[config.mk]
export PLATFORM = sky130hd
export DESIGN_NAME = synth_cmd_arbiter_flat
export DESIGN_NICKNAME = d
export VERILOG_FILES = /design/src/rtl/synth_cmd_arbiter_if.sv /design/src/rtl/synth_cmd_arbiter.sv /design/src/flat_wrapper.sv
export SDC_FILE = /design/constraint.sdc
export NUM_CORES = 1
export LEC_CHECK = 0
export ABC_AREA = 0
export CAP_MARGIN = 20
export CORE_MARGIN = 8
export CORE_UTILIZATION = 48
export DETAILED_ROUTE_END_ITERATION = 10
export PLACE_DENSITY = 0.8
export RECOVER_POWER = 50
export SYNTH_ARGS = -nofsm -noshare
export SYNTH_HDL_FRONTEND = slang
export SYNTH_SLANG_ARGS = --single-unit
[constraint.sdc]
create_clock -name i_clk -period 2.3 [get_ports i_clk]
set_input_delay 0.345 -clock i_clk [delete_from_list [all_inputs] [get_ports i_clk]]
set_output_delay 0.345 -clock i_clk [all_outputs]
set_load 0.03 [all_outputs]
[src/rtl/synth_cmd_arbiter_if.sv]
// Command-port bundle for synth_cmd_arbiter: two requester handshakes
// plus the byte/strobe stream toward the oscillator parameter decoder.
// master: requesters and the decoder side. slave: the arbiter.
interface synth_cmd_arbiter_if;
  logic        i_req0_valid;
  logic [7:0]  i_req0_cmd;
  logic [23:0] i_req0_data;
  logic        o_req0_ready;
  logic        i_req1_valid;
  logic [7:0]  i_req1_cmd;
  logic [23:0] i_req1_data;
  logic        o_req1_ready;
  logic [7:0]  o_data;
  logic        o_data_load;
  logic        o_busy;
  logic        o_grant;
  logic        o_err;

  modport master (
    output i_req0_valid, i_req0_cmd, i_req0_data,
    output i_req1_valid, i_req1_cmd, i_req1_data,
    input  o_req0_ready, o_req1_ready,
    input  o_data, o_data_load, o_busy, o_grant, o_err
  );

  modport slave (
    input  i_req0_valid, i_req0_cmd, i_req0_data,
    input  i_req1_valid, i_req1_cmd, i_req1_data,
    output o_req0_ready, o_req1_ready,
    output o_data, o_data_load, o_busy, o_grant, o_err
  );
endinterface

[src/rtl/synth_cmd_arbiter.sv]
// synth_cmd_arbiter: shares the synth parameter command port between two
// requesters. Whole commands (opcode + payload) are accepted over
// valid/ready, arbitrated round-robin, and serialized as byte slots:
// opcode, payload bytes LSB first, then one flush byte.
// Build option: define SYNTH_ARB_FIXED_PRIO_EN for fixed priority
// (requester 0 wins every tie, no round-robin pointer).
//
// state  | meaning
// S_IDLE | waiting for a command; ready offered to the candidate requester
// S_SEND | streaming opcode/payload/flush slots, o_busy high
module synth_cmd_arbiter #(
  parameter int         STROBE_LOW  = 2,
  parameter int         STROBE_HIGH = 1,
  parameter logic [7:0] FLUSH_BYTE  = 8'h00
) (
  input logic               i_clk,
  input logic               i_rst,
  synth_cmd_arbiter_if.slave bus
);

  localparam int         SLOT      = STROBE_LOW + STROBE_HIGH;
  localparam logic [7:0] SLOT_LAST = 8'(SLOT - 1);
  localparam logic [7:0] HIGH_CYC  = 8'(STROBE_HIGH);

  typedef enum logic {S_IDLE, S_SEND} state_t;

  state_t      r_state;
  logic [7:0]  r_cyc;      // cycles left in the current slot, counts to 0
  logic [2:0]  r_slots;    // slots left after the current one
  logic [23:0] r_shift;    // captured payload, consumed LSB byte first
  logic [7:0]  r_data;
  logic        r_load;
  logic        r_busy;
  logic        r_grant;
  logic        r_err;
`ifndef SYNTH_ARB_FIXED_PRIO_EN
  logic        r_last;     // requester served last; the other wins a tie
`endif

  logic        w_pick;
  logic        w_rdy0;
  logic        w_rdy1;
  logic        w_acc;
  logic [7:0]  w_cmd;
  logic [23:0] w_dat;
  logic [1:0]  w_len;
  logic        w_ok;

  // Candidate selection and combinational ready, only offered in IDLE.
  always_comb begin
`ifdef SYNTH_ARB_FIXED_PRIO_EN
    w_pick = ~bus.i_req0_valid;
`else
    w_pick = (bus.i_req0_valid & bus.i_req1_valid) ? ~r_last : bus.i_req1_valid;
`endif
    w_rdy0 = (r_state == S_IDLE) & ~i_rst & bus.i_req0_valid & ~w_pick;
    w_rdy1 = (r_state == S_IDLE) & ~i_rst & bus.i_req1_valid & w_pick;
    w_acc  = w_rdy0 | w_rdy1;
    w_cmd  = w_pick ? bus.i_req1_cmd  : bus.i_req0_cmd;
    w_dat  = w_pick ? bus.i_req1_data : bus.i_req0_data;
  end

  // Opcode decode: payload byte count, invalid opcodes flagged.
  always_comb begin
    w_len = 2'd0;
    w_ok  = 1'b1;
    case (w_cmd)
      8'h01, 8'h11:               w_len = 2'd1;
      8'h02, 8'h12:               w_len = 2'd3;
      8'h03, 8'h04, 8'h13, 8'h14: w_len = 2'd2;
      default:                    w_ok  = 1'b0;
    endcase
  end

  // Arbitration FSM with slot timer and registered stream outputs.
  always_ff @(posedge i_clk or posedge i_rst) begin
    if (i_rst) begin
      r_state <= S_IDLE;
      r_cyc   <= 8'd0;
      r_slots <= 3'd0;
      r_shift <= 24'd0;
      r_data  <= 8'd0;
      r_load  <= 1'b0;
      r_busy  <= 1'b0;
      r_grant <= 1'b0;
      r_err   <= 1'b0;
`ifndef SYNTH_ARB_FIXED_PRIO_EN
      r_last  <= 1'b1;
`endif
    end else begin
      r_err <= 1'b0;
      case (r_state)
        S_IDLE: begin
          r_load <= 1'b0;
          if (w_acc) begin
            r_grant <= w_pick;
`ifndef SYNTH_ARB_FIXED_PRIO_EN
            r_last  <= w_pick;
`endif
            if (w_ok) begin
              r_state <= S_SEND;
              r_busy  <= 1'b1;
              r_data  <= w_cmd;
              r_shift <= w_dat;
              r_slots <= {1'b0, w_len} + 3'd1;
              r_cyc   <= SLOT_LAST;
            end else begin
              r_err <= 1'b1;
            end
          end
        end
        S_SEND: begin
          if (r_cyc == 8'd0) begin
            r_load <= 1'b0;
            if (r_slots == 3'd0) begin
              r_state <= S_IDLE;
              r_busy  <= 1'b0;
            end else begin
              r_slots <= r_slots - 3'd1;
              r_cyc   <= SLOT_LAST;
              if (r_slots == 3'd1) begin
                r_data <= FLUSH_BYTE;
              end else begin
                r_data  <= r_shift[7:0];
                r_shift <= {8'h00, r_shift[23:8]};
              end
            end
          end else begin
            r_cyc  <= r_cyc - 8'd1;
            r_load <= (r_cyc - 8'd1) < HIGH_CYC;
          end
        end
        default: r_state <= S_IDLE;
      endcase
    end
  end

  assign bus.o_req0_ready = w_rdy0;
  assign bus.o_req1_ready = w_rdy1;
  assign bus.o_data       = r_data;
  assign bus.o_data_load  = r_load;
  assign bus.o_busy       = r_busy;
  assign bus.o_grant      = r_grant;
  assign bus.o_err        = r_err;

endmodule

[src/flat_wrapper.sv]
// flat-port wrapper written by rule: the top's interface ports become plain ports
module synth_cmd_arbiter_flat 
#(
  parameter int         STROBE_LOW  = 2,
  parameter int         STROBE_HIGH = 1,
  parameter logic [7:0] FLUSH_BYTE  = 8'h00
)
  (i_clk, i_rst, bus_i_req0_valid, bus_i_req0_cmd, bus_i_req0_data, bus_i_req1_valid, bus_i_req1_cmd, bus_i_req1_data, bus_o_req0_ready, bus_o_req1_ready, bus_o_data, bus_o_data_load, bus_o_busy, bus_o_grant, bus_o_err);
  synth_cmd_arbiter_if bus_i ();
  input logic i_clk;
  input logic i_rst;
  input wire logic [$bits(bus_i.i_req0_valid)-1:0] bus_i_req0_valid;
  input wire logic [$bits(bus_i.i_req0_cmd)-1:0] bus_i_req0_cmd;
  input wire logic [$bits(bus_i.i_req0_data)-1:0] bus_i_req0_data;
  input wire logic [$bits(bus_i.i_req1_valid)-1:0] bus_i_req1_valid;
  input wire logic [$bits(bus_i.i_req1_cmd)-1:0] bus_i_req1_cmd;
  input wire logic [$bits(bus_i.i_req1_data)-1:0] bus_i_req1_data;
  output wire logic [$bits(bus_i.o_req0_ready)-1:0] bus_o_req0_ready;
  output wire logic [$bits(bus_i.o_req1_ready)-1:0] bus_o_req1_ready;
  output wire logic [$bits(bus_i.o_data)-1:0] bus_o_data;
  output wire logic [$bits(bus_i.o_data_load)-1:0] bus_o_data_load;
  output wire logic [$bits(bus_i.o_busy)-1:0] bus_o_busy;
  output wire logic [$bits(bus_i.o_grant)-1:0] bus_o_grant;
  output wire logic [$bits(bus_i.o_err)-1:0] bus_o_err;
  assign bus_i.i_req0_valid = bus_i_req0_valid;
  assign bus_i.i_req0_cmd = bus_i_req0_cmd;
  assign bus_i.i_req0_data = bus_i_req0_data;
  assign bus_i.i_req1_valid = bus_i_req1_valid;
  assign bus_i.i_req1_cmd = bus_i_req1_cmd;
  assign bus_i.i_req1_data = bus_i_req1_data;
  assign bus_o_req0_ready = bus_i.o_req0_ready;
  assign bus_o_req1_ready = bus_i.o_req1_ready;
  assign bus_o_data = bus_i.o_data;
  assign bus_o_data_load = bus_i.o_data_load;
  assign bus_o_busy = bus_i.o_busy;
  assign bus_o_grant = bus_i.o_grant;
  assign bus_o_err = bus_i.o_err;
  synth_cmd_arbiter #(.STROBE_LOW(STROBE_LOW), .STROBE_HIGH(STROBE_HIGH), .FLUSH_BYTE(FLUSH_BYTE)) u_core (.i_clk(i_clk), .i_rst(i_rst), .bus(bus_i));
endmodule
==> reports/metrics.yaml <==
ys_types: 48
use_met1: 0.227
ir_drop_mv: 0.262
numCtsBuffers: 5
io_buffers: 81
place.gp.congestion: 0.869
htreeDepth: 2
worstSetupEndpointType: "flip-flop"
via_count: 2627
crit_fanout: 2
postSynthNetCount: 377
p_leak_nw: 1.75
startpoint_type: "input port"
grt_pass1_vias: 2636
cap_violations: 0
fill_cells: 459
die_h_um: 94.3
die_x_um: 94.3
max_clock_freq_mhz: 463
relSlewSlack: 0.251
cts.sinks: 49
antenna_found_initial: 0
cp-startpoint: "bus_i_req0_cmd[5]"
grtUsageMet3: 0.0416
setup.worst_path.end: "u_core.r_slots[1]"
drtAntennaViolNets: 0
ys_seq_elements: 49
period_minus_slack_ns: 2.16
worstReg2RegStart: "u_core.r_cyc[1]"
yosys.area.top_type_share: 0.408
seq_area_frac_synth: 0.417
clk_latency_ns: 0.30
setup_viol: 0
ctsResizeCount: 0
status: "finished clean"
utilization: 0.682
cts_max_path_buffers: 2
wire_per_inst_um: 16.2
mostFrequentLayoutCell: "clkdlybuf4s50_1"
ff2ff_setup_slack_ns: 0.18
dp_hpwl_um: 6120
syn_to_final_growth_pct: 37.2
initial_core_util: 0.497
critPathArrivalTime_ns: 2.34
critical_path_class: "input port to flip-flop"
tightest_slew_ns: 1.12
grt_setup_unrepaired: "false"
grt.total_usage: 0.178
slew_viol_final: 0
drc: 0
dr.pass1.iters: 4
power.density_mw_per_mm2: 412
cts-root-buf: "clkbuf_8"
drive_gt1_frac: 0.162
syn_area_mm2: 0.00294
syn_inst: 302
r2r-end: "u_core.r_cyc[6]"
layout_common_cells: "clkdlybuf4s50_1, nand2_1, dfrtp_1"
period_share: 0.940
vias_per_cell: 5.51
grt_overflow: 0
ys_warn_count: 0
synth.area.top_cells: "dfrtp_1, mux2i_1, a21oi_1"
reg2regPathDepth: 8
num_antenna_cells: 0
yosysTopAreaCell: "dfrtp_1"
avgSynthCellArea_um2: 9.74
finalPower_mw: 1.66
synth_enable_flop_cells: 0
fin_skew_ns: 0.00420
min_path_type: "input port to asynchronous set/reset pin"
rows: 28
grt.met2_usage: 0.291
grt_max_degree: 47
cts_hold_buffers: 0
ys_async_sr_fraction: 1.00
first_iter_violations: 108
cts_tree: "done"
grt_pass1_wl_um: 12700
crit_required_ns: 2.48
dominantRegCellSynth: "dfrtp_1"
clk_pin_slew_worst_paths_ns: 0.08
busiest_layer: "met2"
hold_viol: 0
fin_nets: 476
io_pins: 82
cts_setup_buffers: 0
wl_um: 7730
dieArea_mm2: 0.00889
coreArea_mm2: 0.00592
==> metrics by stage <==
stage | setup TNS [ns] | instance area, µm² | instances | setup WS, ns | hold slack (ns)
2_1_floorplan | 0 | 2940 | 302 | 0.241 | 0.408
3_3_place_gp | -1.29 | 3980 | 469 | -0.0550 | 0.465
3_5_place_dp | -2.86 | 3980 | 469 | -0.147 | 0.472
4_1_cts | 0 | 4060 | 477 | 0.160 | 0.271
5_1_grt | 0 | 4040 | 477 | 0.0209 | 0.416
6_report | 0 | 4040 | 477 | 0.139 | 0.395
==> per-layer routing <==
layer	part of all wire	vias up	wire, µm
li1	-	1295	-
met1	0.44	1250	3370
met2	0.49	73	3790
met3	0.064	9	492
met4	0.0098	0	76
met5	0	-	0
==> flip-flops by register name, indices dropped and copies added (netlist names) <==
signal,flops
u_core.r_shift,24
u_core.bus.o_data,8
u_core.r_cyc,8
u_core.r_slots,3
u_core.bus.o_busy,1
u_core.bus.o_data_load,1
u_core.bus.o_err,1
u_core.bus.o_grant,1
u_core.r_last,1
u_core.r_state,1
==> synth_stat cells, types with 5 or more instances <==
cell and count:
ha_1 7, o2bb2ai_2 10, nor3_1 5, dfrtp_1 48
a21oi_1 38, nand2_1 50, nor2_1 10, mux2_2 5
inv_1 9, mux2i_1 20, o21ai_0 14, clkbuf_1 8
o2bb2ai_1 10
==> kinds of logic after synthesis <==
| group | synth area share |
|---|---|
| fa+ha+maj | 0.0298 |
| simple gates | 0.145 |
| mux | 0.108 |
| xor+xnor | 0.0119 |
| buf+inv | 0.0472 |
| compound gates | 0.241 |
| flops | 0.417 |
==> how the worst min path moves through the flow <==
stage                               endpoint  slack, ns  cells after the start
after CTS                 u_core.bus.o_grant       0.27                      2
after global routing      u_core.bus.o_grant       0.42                      2
after floorplan                u_core.r_last       0.41                      1
final                     u_core.bus.o_grant       0.39                      2
after global placement    u_core.bus.o_grant       0.46                      1
after detailed placement  u_core.bus.o_grant       0.47                      1
==> power breakdown <==
part | internal, mW | switching (mW) | leakage, nW
combinational | 0.172 | 0.108 | 1.14
clock | 0.211 | 0.272 | 0.0450
sequential | 0.881 | 0.0176 | 0.568
total | 1.26 | 0.397 | 1.75
==> cell type report <==
cell class                      instances  area [µm²]  share of cell area
Sequential cell                        49        1230               0.304
Multi-Input combinational cell        225        1580               0.390
Tap cell                               75        93.8              0.0232
Timing Repair Buffer                  111        1020               0.254
Inverter                                9        33.8             0.00836
Clock buffer                            6        72.6              0.0180
Clock inverter                          2        10.0             0.00248
==> worst max-delay path: stages <==
cell and delay [ns]:
clkdlybuf4s50_1 0.42, nor4_1 0.41, nand2_1 0.15, o31ai_1 0.39, ha_1 0.30, inv_1 0.06
mux2i_1 0.06, a21oi_1 0.13, a21oi_1 0.06
No activity file was read; power rests on OpenSTA's default activity.
